$ cat src/rtl/park_pkg.sv
// Shared definitions for the parking-controller timer scheduler: FSM state
// encoding, default sizing constants and the one-hot-to-index helper.
package park_pkg;

  typedef enum logic [1:0] {
    IDLE = 2'd0,
    RUN  = 2'd1,
    DONE = 2'd2
  } state_t;

  localparam int DEF_N_REQ    = 3;
  localparam int DEF_CNT_W    = 8;
  localparam int DEF_TICK_DIV = 1000;

  // Widest request vector the index helper accepts.
  localparam int MAX_REQ = 32;

  // Index of the set bit in a one-hot vector; 0 when no bit is set.
  function automatic int onehot_to_idx(input logic [MAX_REQ-1:0] v);
    int idx;
    idx = 0;
    for (int i = 0; i < MAX_REQ; i++) begin
      if (v[i]) idx = i;
    end
    return idx;
  endfunction

endpackage

$ cat src/rtl/tick_gen.sv
// Tick prescaler: counts 0..TICK_DIV-1 on clk and strobes tick while the
// count sits at TICK_DIV-1. Synchronous clear restarts the count at 0.
// Optional feature macro: TIMER_PAUSE_EN adds a hold input that freezes the
// count and suppresses the strobe.
module tick_gen
  import park_pkg::*;
#(
  parameter int TICK_DIV = DEF_TICK_DIV
) (
  input  logic clk,
  input  logic reset,
  input  logic clear,
`ifdef TIMER_PAUSE_EN
  input  logic hold,
`endif
  output logic tick
);

  localparam int PW = (TICK_DIV > 1) ? $clog2(TICK_DIV) : 1;
  localparam logic [PW-1:0] LAST = PW'(TICK_DIV - 1);

  logic [PW-1:0] count;

  // Free-running wrap counter, cleared on reset or on a new grant.
  always_ff @(posedge clk) begin
    if (reset || clear) begin
      count <= '0;
`ifdef TIMER_PAUSE_EN
    end else if (hold) begin
      count <= count;
`endif
    end else if (count == LAST) begin
      count <= '0;
    end else begin
      count <= count + 1'b1;
    end
  end

`ifdef TIMER_PAUSE_EN
  assign tick = (count == LAST) && !hold;
`else
  assign tick = (count == LAST);
`endif

endmodule

$ cat src/rtl/park_timer_sched.sv
// Shared countdown-timer scheduler. A round-robin arbiter hands one
// tick-driven countdown to one of N_REQ requesters, loads its duration and
// pulses done to the owner on expiry. Dropping req while owning aborts.
// Handshake: req is a level held by requester i for as long as it wants or
// owns the timer; grant[i] answers it one cycle later, done[i] pulses once on
// expiry, and the grant is released the cycle after done or after req drops.
// Optional feature macro: TIMER_PAUSE_EN adds a pause input that freezes the
// countdown and prescaler while in RUN.
module park_timer_sched
  import park_pkg::*;
#(
  parameter int N_REQ    = DEF_N_REQ,
  parameter int CNT_W    = DEF_CNT_W,
  parameter int TICK_DIV = DEF_TICK_DIV
) (
  input  logic                   clk,
  input  logic                   reset,
  input  logic [N_REQ-1:0]       req,
  input  logic [N_REQ*CNT_W-1:0] dur,
`ifdef TIMER_PAUSE_EN
  input  logic                   pause,
`endif
  output logic [N_REQ-1:0]       grant,
  output logic                   busy,
  output logic [CNT_W-1:0]       remaining,
  output logic [N_REQ-1:0]       done,
  output logic                   tick
);

  localparam int IDX_W = (N_REQ > 1) ? $clog2(N_REQ) : 1;

  // FSM state is kept as a named internal signal so checkers can bind to it.
  state_t           state;
  logic [IDX_W-1:0] rr_ptr;
  logic [IDX_W-1:0] winner;
  logic [IDX_W-1:0] owner;
  logic [IDX_W-1:0] next_ptr;
  logic [CNT_W-1:0] win_dur;
  logic             owner_req;
  logic             load;

  // Round-robin scan: first set req bit starting at rr_ptr, wrapping around.
  always_comb begin
    logic found;
    int   idx;
    winner = '0;
    found  = 1'b0;
    idx    = 0;
    for (int off = 0; off < N_REQ; off++) begin
      idx = (int'(rr_ptr) + off) % N_REQ;
      if (!found && req[idx]) begin
        winner = IDX_W'(idx);
        found  = 1'b1;
      end
    end
  end

  // Owner bookkeeping derived from the registered one-hot grant.
  always_comb begin
    owner     = IDX_W'(onehot_to_idx(MAX_REQ'(grant)));
    owner_req = req[owner];
    win_dur   = dur[int'(winner)*CNT_W +: CNT_W];
    next_ptr  = (int'(owner) == N_REQ - 1) ? '0 : owner + 1'b1;
  end

  assign load = (state == IDLE) && (|req);
  assign busy = |grant;

  tick_gen #(
    .TICK_DIV (TICK_DIV)
  ) u_tick_gen (
    .clk   (clk),
    .reset (reset),
    .clear (load),
`ifdef TIMER_PAUSE_EN
    .hold  (pause && (state == RUN)),
`endif
    .tick  (tick)
  );

  // Arbitration, countdown and expiry FSM with registered outputs.
  always_ff @(posedge clk) begin
    if (reset) begin
      state     <= IDLE;
      grant     <= '0;
      remaining <= '0;
      done      <= '0;
      rr_ptr    <= '0;
    end else begin
      case (state)
        IDLE: begin
          done <= '0;
          if (|req) begin
            grant     <= N_REQ'(1) << winner;
            remaining <= win_dur;
            if (win_dur == '0) begin
              state <= DONE;
              done  <= N_REQ'(1) << winner;
            end else begin
              state <= RUN;
            end
          end
        end
        RUN: begin
          if (!owner_req) begin
            // Abort takes priority over any tick in the same cycle.
            state     <= IDLE;
            grant     <= '0;
            remaining <= '0;
            rr_ptr    <= next_ptr;
          end else if (tick) begin
            if (remaining == CNT_W'(1)) begin
              remaining <= '0;
              state     <= DONE;
              done      <= grant;
            end else if (remaining != '0) begin
              remaining <= remaining - 1'b1;
            end
          end
        end
        DONE: begin
          done   <= '0;
          grant  <= '0;
          state  <= IDLE;
          rr_ptr <= next_ptr;
        end
        default: begin
          state <= IDLE;
          grant <= '0;
          done  <= '0;
        end
      endcase
    end
  end

endmodule

$ cat config.mk
export PLATFORM = sky130hd
export DESIGN_NAME = park_timer_sched
export DESIGN_NICKNAME = d
export VERILOG_FILES = /design/src/rtl/park_pkg.sv /design/src/rtl/tick_gen.sv /design/src/rtl/park_timer_sched.sv
export SDC_FILE = /design/constraint.sdc
export NUM_CORES = 1
export LEC_CHECK = 0
export BUFFER_PORTS_ARGS = -buffer_cell sky130_fd_sc_hd__buf_2
export CAP_MARGIN = 40
export CORE_MARGIN = 8
export CORE_UTILIZATION = 54
export DETAILED_ROUTE_END_ITERATION = 12
export GPL_TIMING_DRIVEN = 0
export PLACE_DENSITY = 0.91
export REMOVE_ABC_BUFFERS = 1
export SYNTH_ARGS = -nofsm -noshare
export SYNTH_HDL_FRONTEND = slang
export SYNTH_SLANG_ARGS = --single-unit
$ cat constraint.sdc
create_clock -name clk -period 6.9 [get_ports clk]
set_input_delay 0.69 -clock clk [delete_from_list [all_inputs] [get_ports clk]]
set_output_delay 0.69 -clock clk [all_outputs]
set_load 0.03 [all_outputs]
==> results of run 1 <==
metrics by stage:
stage | setup WS [ns] | hold slack [ns] | utilization (%)
3_3_place_gp | 3.99 | 0.445 | 62.0
3_5_place_dp | 4.00 | 0.462 | 62.1
5_1_grt | 3.93 | 0.491 | 64.1
6_report | 4.04 | 0.479 | 64.1
4_1_cts | 4.04 | 0.479 | 64.1
2_1_floorplan | 4.39 | 0.430 | -
layer usage:
metal  wire length [um]  global-route usage (%)  share of wire [%]  vias to the layer above
li1                   -                       -                  -                     1013
met1               2290                    21.7                 43                      980
met2               2650                    30.1                 50                       82
met3                320                    3.73                6.0                       11
met4                 85                    5.58                1.6                        0
met5                  0                       0                  0                        -
worst max-delay path, cell delays in order, from the launching register on:
cell and delay [ns]:
dfxtp_1 0.40, inv_1 0.08, ha_1 0.26, mux2_4 0.34, or3_4 0.34, a41oi_4 0.53, mux2i_1 0.43, o211ai_1 0.17
a211oi_1 0.22
final cells by class:
type	count	area, um2
Inverter	15	56.3
Tap cell	48	60.1
Clock buffer	3	41.3
Sequential cell	28	561
Multi-Input combinational cell	202	1340
Timing Repair Buffer	45	225
Fill cell	311	1290
Clock inverter	1	30.0
final timing paths:
path                        from                  end  slack [ns]  depth (start not counted)
max                    rr_ptr[1]         remaining[7]        4.04                          8
min          u_tick_gen.count[0]  u_tick_gen.count[0]        0.48                          1
max reg2reg            rr_ptr[1]         remaining[7]        4.04                          8
min reg2reg  u_tick_gen.count[0]  u_tick_gen.count[0]        0.48                          1
synth_stat cells, types with 3 or more instances:
cell	count
nor2_1	37
dfxtp_1	28
nand2_1	17
inv_1	15
a21oi_1	11
mux2i_1	10
nand3_1	10
o21ai_0	10
nor3_1	9
ha_1	7
a31oi_1	6
and3_1	5
clkbuf_1	5
nand2b_1	5
xnor2_1	5
a211o_1	4
nand3b_1	4
nor4_1	4
xor2_1	4
o32ai_1	3
or3_1	3
registers in the layout, indices dropped and copies added, names as in the netlist:
register / count
done: 3
remaining: 8
state: 2
grant: 3
u_tick_gen.count: 10
rr_ptr: 2
logic make-up (layout without fill, tap and decap cells):
group                      after synthesis  in the layout  share of synthesized area, %
buffers and inverters                   22             64                          5.07
adders and majority gates                7              7                          4.38
muxes                                   13             13                          6.88
and+or+nand+nor                        112            112                          28.6
xor gates and xnor gates                 9              9                          3.94
AOI/OAI and AO/OA                       61             61                          23.1
DFF                                     28             28                          28.0
report_power, final:
part           total, mW  internal (mW)  switching (mW)
Clock              0.130         0.0778          0.0525
Sequential         0.192          0.175          0.0173
Combinational      0.179         0.0670           0.112
==> results.ini, run 1 <==
[outcome]
status = complete, no violations

[run]
cap_violations = 0

[grt]
grt_use_total_pct = 17.7
overflow = 0
antenna_found_initial = 0
grt_pass1_wl_um = 9080
grt_pass1_vias = 2012
grt_max_degree = 18

[cts]
cts.path.max_buffers = 2
numClockSinks = 28
cts_tree = built
cts_root_buffer = clkbuf_8
clk_latency_ns = 0.28
cts_repair_resize_count = 0
cts_hold_buf = 0
cts.clk_slew.worst_paths_ns = 0.10
htreeDepth = 1
cts_setup_buffers = 0
cts_buffers = 3

[yosys]
synth_edf_count = 0
ys.flop_type = dfxtp_1
yosys_register_bits = 28
ys_types = 58
synth_area_leader_cell = dfxtp_1
synth_area_um2 = 2000
seq_area_frac_synth_pct = 28.0
ys_warn_count = 0
netlist_top_cells_area = dfxtp_1 (28%), nor2_1 (6.9%), mux2i_1 (5.0%)
syn_avg_cell_area_um2 = 7.94
postSynthCellCount = 252
synth_async_sr_flop_share_pct = 0
synth.top_cell.area_share_pct = 28.0

[timing]
worstMarginPinSlew_ns = 0.709
rsz0062_at_grt = false
finalCriticalPeriod_ns = 2.86
clock-skew-final_ns = 0.00827
final.period_utilization_pct = 41.5
final_max_slew_viol_count = 0
hold_violations = 0
max_freq_mhz = 349
setup_viol = 0
timing.slew.headroom_pct = 52.4
fin_tns_setup_ns = 0

[drt]
via_per_inst = 6.10
firstDrtPassIters = 5
avgRoutedWirePerCell_um = 15.6
ant_nets = 0
vias = 2086
drtIter0Drc = 231
wirelength_um = 5340
drc = 0

[floorplan]
core_um2 = 3610
io_pins = 45
dieArea_um2 = 5910
start_util_pct = 55.5
die-height_um = 76.9
core.rowCount = 22
fp.dieW_um = 76.9

[placement]
portBuffers = 44
dp_hpwl_um = 4120
dp_cells = 338
placed_area_um2 = 2240
routabilityCongestion = 0.901

[cells_and_area]
layout_commonest_cell = buf_2
finish.instance_area_um2 = 2310
final_cell_mix = buf_2 (45), nor2_1 (37), dfxtp_1 (28)
nets = 331
drive_gt1_share_pct = 20.4
diodes = 0
stdcell_count = 342
area_growth_pct = 15.6

[setup_path]
arrival_ns = 3.06
path_max_fanout = 13
worst_setup_path_end_kind = register
cp_data_required_time_ns = 7.10
cp-start-kind = register
crit_type = reg -> reg

[pwr]
pwr_density_cell_nw_per_um2 = 217
ir_drop_mv = 0.173
power.total_mw = 0.502
total_leakage_power_nw = 0.958

[worst_hold_path]
hold_path_class = reg -> reg

Power figures use the tool's default switching activity.
==> run 2, diff against run 1 <==
--- a/config.mk
+++ b/config.mk
@@ -5,13 +5,14 @@
 export SDC_FILE = /design/constraint.sdc
 export NUM_CORES = 1
 export LEC_CHECK = 0
+export ABC_AREA = 1
 export BUFFER_PORTS_ARGS = -buffer_cell sky130_fd_sc_hd__buf_2
 export CAP_MARGIN = 40
 export CORE_MARGIN = 8
-export CORE_UTILIZATION = 54
+export CORE_UTILIZATION = 49
 export DETAILED_ROUTE_END_ITERATION = 12
 export GPL_TIMING_DRIVEN = 0
-export PLACE_DENSITY = 0.91
+export PLACE_DENSITY = 0.87
 export REMOVE_ABC_BUFFERS = 1
 export SYNTH_ARGS = -nofsm -noshare
 export SYNTH_HDL_FRONTEND = slang
==> constraint.sdc (replaced) <==
create_clock -name clk -period 2.6 [get_ports clk]
set_input_delay 0.26 -clock clk [delete_from_list [all_inputs] [get_ports clk]]
set_output_delay 0.26 -clock clk [all_outputs]
set_load 0.03 [all_outputs]
==> results.ini, run 2 <==
[placement]
dp_cells = 407
routabilityCongestion = 0.905
placed_area_um2 = 2320
dp_hpwl_um = 3730
pre_cts_ws_ns = 0.143
portBuffers = 44

[cts]
clk_latency_ns = 0.27
cts_root_buffer = clkbuf_8
cts.clk_slew.worst_paths_ns = 0.09
numClockSinks = 28
cts_tree = built
cts.path.max_buffers = 2
htreeDepth = 1
cts_buffers = 3

[floorplan]
die-height_um = 80.6
core_um2 = 4000
dieArea_um2 = 6500
io_pins = 45
core.rowCount = 23
start_util_pct = 51.2
fp.dieW_um = 80.6

[setup_path]
arrival_ns = 2.59
crit_type = reg -> reg
path_delay_family = simple AND/OR/NAND/NOR gates
crit_top_cell = nand2_1
worst_setup_path_end_kind = register
r2r_end = done[0]
r2r_cells = 19
rrSetupSlack_ns = 0.23
crit_buf_inv = 3
r2r-start = rr_ptr[0]
cp-start-kind = register
cpMaxStageDelayCell = dfxtp_2
cp_data_required_time_ns = 2.82
path_max_fanout = 10
path_cells = inv_1 > ha_4 > inv_2 > nand2_1 > nand3_1 > nand2_1 > nand2_2 > nor2_4 > nor2_8 > inv_4 > nand2_1 > nand2_1 > nor2_1 > nand2_1 > nor2_4 > nand2_1 > nand2_1 > nand2_1 > a21oi_2
cpPeakStageDelay_ns = 0.38

[yosys]
synth_async_sr_flop_share_pct = 0
ys_types = 36
ys_warn_count = 0
ys.flop_type = dfxtp_1
yosys-top-cells-count = nand2_1 (89), inv_1 (43), dfxtp_1 (28)
synth_area_um2 = 2050
syn_avg_cell_area_um2 = 6.48
synth.top_cell.area_share_pct = 27.4
postSynthCellCount = 316
synth_area_leader_cell = dfxtp_1
yosysMostFrequentCell = nand2_1
synth_edf_count = 0
netlist_top_cells_area = dfxtp_1 (27%), nand2_1 (16%), inv_1 (7.9%)
yosys_register_bits = 28
seq_area_frac_synth_pct = 27.4

[cells_and_area]
final_cell_mix = nand2_1 (89), buf_2 (44), inv_1 (43)
nets = 400
drive_gt1_share_pct = 23.1
area_growth_pct = 18.8
final_util_pct = 60.8
reg_top3 = u_tick_gen.count (10), remaining (8)
stdcell_count = 413
layout_commonest_cell = nand2_1
top_register = u_tick_gen.count
largest_reg_flops = 10
diodes = 0
finish.instance_area_um2 = 2430

[drt]
drtIter0Drc = 109
firstDrtPassIters = 4
ant_nets = 0
via_per_inst = 5.14
avgRoutedWirePerCell_um = 11.4
wirelength_um = 4700
drc = 0
vias = 2122

[timing]
finalCriticalPeriod_ns = 2.37
timing.slew.headroom_pct = 59.8
final.period_utilization_pct = 91.1
final_max_slew_viol_count = 0
setup_viol = 0
worstMarginPinSlew_ns = 0.603
hold_violations = 0
fin_ws_ns = 0.232
max_freq_mhz = 422
fin_tns_setup_ns = 0
clock-skew-final_ns = 0.00307

[grt]
grt_pass1_wl_um = 8080
grt_pass1_vias = 1966
overflow = 0
grt_use_total_pct = 14.7
grt_max_degree = 17
antenna_found_initial = 0

[worst_hold_path]
hold_start = reset
hold_path_class = in -> reg
min_to = done[2]
hold_depth = 2

[pwr]
total_leakage_power_nw = 1.18
ir_drop_mv = 0.665
pwr_density_cell_nw_per_um2 = 1220

[outcome]
status = complete, no violations

[run]
cap_violations = 0

[run 2: worst max-delay path by stage]
| stage | end | from | cells past startpoint | slack, ns |
|---|---|---|---|---|
| finish | done[0] | rr_ptr[0] | 19 | 0.23 |
| global route | done[0] | rr_ptr[0] | 20 | -0.0001 |
| CTS | done[1] | rr_ptr[0] | 18 | 0.12 |
| detailed placement | done[1] | rr_ptr[0] | 18 | 0.14 |
| global placement | done[0] | rr_ptr[0] | 18 | 0.19 |
| floorplan | done[2] | rr_ptr[0] | 19 | 0.41 |
[run 2: worst reg2reg max path, stage by stage, from the launching register on]
cell and delay, ns:
dfxtp_2 0.38, inv_1 0.10, ha_4 0.27, inv_2 0.10, nand2_1 0.06, nand3_1 0.06
nand2_1 0.11, nand2_2 0.13, nor2_4 0.05, nor2_8 0.16, inv_4 0.08, nand2_1 0.06
nand2_1 0.06, nor2_1 0.12, nand2_1 0.11, nor2_4 0.13, nand2_1 0.07, nand2_1 0.06
nand2_1 0.06, a21oi_2 0.12
[run 2: cells by family (layout without fill, tap and decap cells)]
family                     count (synthesis)  count (layout)  share of synthesized area (%)
xor gates and xnor gates                   5               5                           2.14
DFF                                       28              28                           27.4
adders and majority gates                  7               7                           4.28
and+or+nand+nor                          178             178                           42.5
AOI/OAI and AO/OA                         46              46                           13.9
buffers and inverters                     52              99                           9.72
[run 2: cell type report]
| type | count | area (um2) |
|---|---|---|
| timing repair buffer | 46 | 235 |
| multi-input combinational | 236 | 1330 |
| fill | 367 | 1570 |
| tap | 50 | 62.6 |
| sequential | 28 | 563 |
| inverter | 49 | 186 |
| clock buffer | 4 | 55.1 |
[run 2: where the power goes]
group	internal [mW]	total, mW	switching, mW	leakage (nW)
Combinational	0.678	2.06	1.38	0.923
Clock	0.136	0.268	0.132	0.0288
Sequential	0.536	0.647	0.111	0.230
[run 2: routing by layer]
metal	vias to the layer above	GRT usage [%]	share of wire [%]
met5	-	0	0
met4	0	3.45	1.1
met3	7	3.35	4.9
met2	53	23.7	46
met1	945	19.3	48
li1	1117	-	-
[run 2: what timing repair did]
action | CTS | global route
setup buffers | 0 | 2
hold buffers | 0 | 0
endpoints found under the hold margin | 0 | 0
setup endpoints to repair | 0 | 6
resized for setup | 0 | 7
[run 2: through the flow]
step	total power [mW]	hold WS, ns
final	2.97	0.253
after global placement	2.59	0.426
after global routing	3.28	0.266
after floorplan	2.22	0.322
after CTS	2.90	0.251
after detailed placement	2.63	0.436
==> run 3, diff against run 2 <==
--- a/config.mk
+++ b/config.mk
@@ -5,7 +5,6 @@
 export SDC_FILE = /design/constraint.sdc
 export NUM_CORES = 1
 export LEC_CHECK = 0
-export ABC_AREA = 1
 export BUFFER_PORTS_ARGS = -buffer_cell sky130_fd_sc_hd__buf_2
 export CAP_MARGIN = 40
 export CORE_MARGIN = 8
@@ -13,6 +12,7 @@
 export DETAILED_ROUTE_END_ITERATION = 12
 export GPL_TIMING_DRIVEN = 0
 export PLACE_DENSITY = 0.87
+export RECOVER_POWER = 50
 export REMOVE_ABC_BUFFERS = 1
 export SYNTH_ARGS = -nofsm -noshare
 export SYNTH_HDL_FRONTEND = slang
==> results.ini, run 3 (synthesis results as in run 1) <==
[timing]
fin_ws_ns = 0.0840
clock-skew-final_ns = 0.00195
final.period_utilization_pct = 96.8
final_max_slew_viol_count = 0
worstMarginPinSlew_ns = 0.778
max_freq_mhz = 397
timing.slew.headroom_pct = 47.8
setup_viol = 0
hold_violations = 0
whs_ns = 0.355
finalCriticalPeriod_ns = 2.52

[cells_and_area]
largest_reg_flops = 10
layout_commonest_cell = nor2_1
diodes = 0
multi_input_area_um2 = 1380
nets = 334
drive_gt1_share_pct = 17.5
area_growth_pct = 18.6
reg_top3 = u_tick_gen.count (10), remaining (8)
top_register = u_tick_gen.count
regArea_um2 = 561
final_util_pct = 59.8
fill_cells = 343
final_cell_mix = nor2_1 (37), buf_2 (30), dfxtp_1 (28)

[worst_hold_path]
hold_depth = 2
hold_start = reset
min_to = grant[1]
hold_path_class = in -> reg

[pwr]
total_leakage_power_nw = 0.921
seqPwrFrac_pct = 37.7
intPower_mw = 0.858
p_comb_share_pct = 36.7
pwr_density_cell_nw_per_um2 = 568
pwr-share-clk_pct = 25.6
switching_power_mw = 0.490
swShare_pct = 36.4
ir_drop_mv = 0.372

[setup_path]
rrSetupSlack_ns = 0.08
arrival_ns = 2.67
worst_setup_path_end_kind = register
r2r_end = state[0]
r2r-start = rr_ptr[0]
path_max_fanout = 8
crit_type = reg -> reg
cp_data_required_time_ns = 2.75
r2r_cells = 8
cp-start-kind = register

[drt]
ant_nets = 0
firstDrtPassIters = 5
drc = 0
avgRoutedWirePerCell_um = 15.5
via_per_inst = 5.95
vias = 2063
drtIter0Drc = 222
wirelength_um = 5380

[floorplan]
io_pins = 45
start_util_pct = 50.4
die-height_um = 79.9
core_um2 = 3970
core.rowCount = 23
dieArea_um2 = 6380
fp.dieW_um = 79.9

[run]
cap_violations = 0

[grt]
antenna_found_initial = 0
grt_pass1_vias = 1931
grt_max_degree = 18
overflow = 0
grt_pass1_wl_um = 8600
grt_use_total_pct = 16.1

[cts]
numClockSinks = 28
htreeDepth = 1
cts_buffers = 3
cts_root_buffer = clkbuf_8
cts.path.max_buffers = 2
clk_latency_ns = 0.27
cts_tree = built
cts.clk_slew.worst_paths_ns = 0.10

[placement]
pre_cts_ws_ns = -0.182
dp_hpwl_um = 4040
routabilityCongestion = 0.921
portBuffers = 44

[outcome]
status = complete, no violations

## run 3: changes by cell type in the layout (fill, tap and decap cells not counted), moves of 5 or more
cell      previous run  this run
nand2b_1             0         5
nand3_1             23        10
mux2i_1              0         9
nand2_2              6         0
clkbuf_1             0        15
inv_2                5         0
nor2_1              24        37
inv_1               43        15
nand2_1             89        17
buf_2               44        30
## run 3: worst max path at each step
stage	slack [ns]	cells past startpoint	from	end
floorplan	0.1	8	rr_ptr[1]	remaining[7]
global placement	-0.19	8	rr_ptr[1]	remaining[7]
detailed placement	-0.18	8	rr_ptr[1]	remaining[7]
CTS	0.02	8	rr_ptr[0]	remaining[2]
global route	-0.06	8	rr_ptr[0]	remaining[2]
finish	0.08	8	rr_ptr[0]	state[0]
## run 3: layer usage
metal	vias up	global-route usage [%]	wire length, um
met5	-	0	0
met4	0	4.91	93
met3	13	2.14	317
met2	88	27.0	2510
met1	941	20.7	2450
li1	1021	-	-
## run 3: layout make-up
cell class | instances | area share [%]
Clock buffer | 3 | 1.74
Clock inverter | 1 | 1.27
Inverter | 15 | 2.37
Multi-Input combinational cell | 202 | 58.2
Sequential cell | 28 | 23.6
Tap cell | 50 | 2.64
Timing Repair Buffer | 48 | 10.2
## run 3: worst max-delay path, stage by stage, from the launching register on
cell and delay, ns:
dfxtp_1 0.39, inv_1 0.08, ha_1 0.50, nand2b_1 0.15
a221oi_4 0.39, o31ai_1 0.14, a2111o_1 0.42, a21oi_2 0.22
o32ai_1 0.11
## run 3: metrics by stage
| stage | area, um2 | power, mW | std cells | TNS, ns |
|---|---|---|---|---|
| final | 2370 | 1.35 | 347 | 0 |
| after global routing | 2370 | 1.41 | 347 | -0.222 |
| after CTS | 2350 | 1.34 | 347 | 0 |
| after detailed placement | 2240 | 0.981 | 340 | -0.540 |
| after global placement | 2240 | 0.973 | 339 | -0.634 |
| after floorplan | 1960 | 0.848 | 245 | 0 |
## run 3: power by group through the flow
stage	registers, mW	clock network, mW	logic (mW)
after floorplan	0.562	0	0.286
after global placement	0.515	0	0.458
after detailed placement	0.516	0	0.465
after CTS	0.507	0.344	0.488
after global routing	0.514	0.357	0.543
final	0.508	0.345	0.495
## run 3: timing repair
action	4_1_cts	5_1_grt
hold buffers	0	0
pin swaps	1	0
buffers inserted	3	0
setup endpoints to repair	9	11
resized for setup	0	6
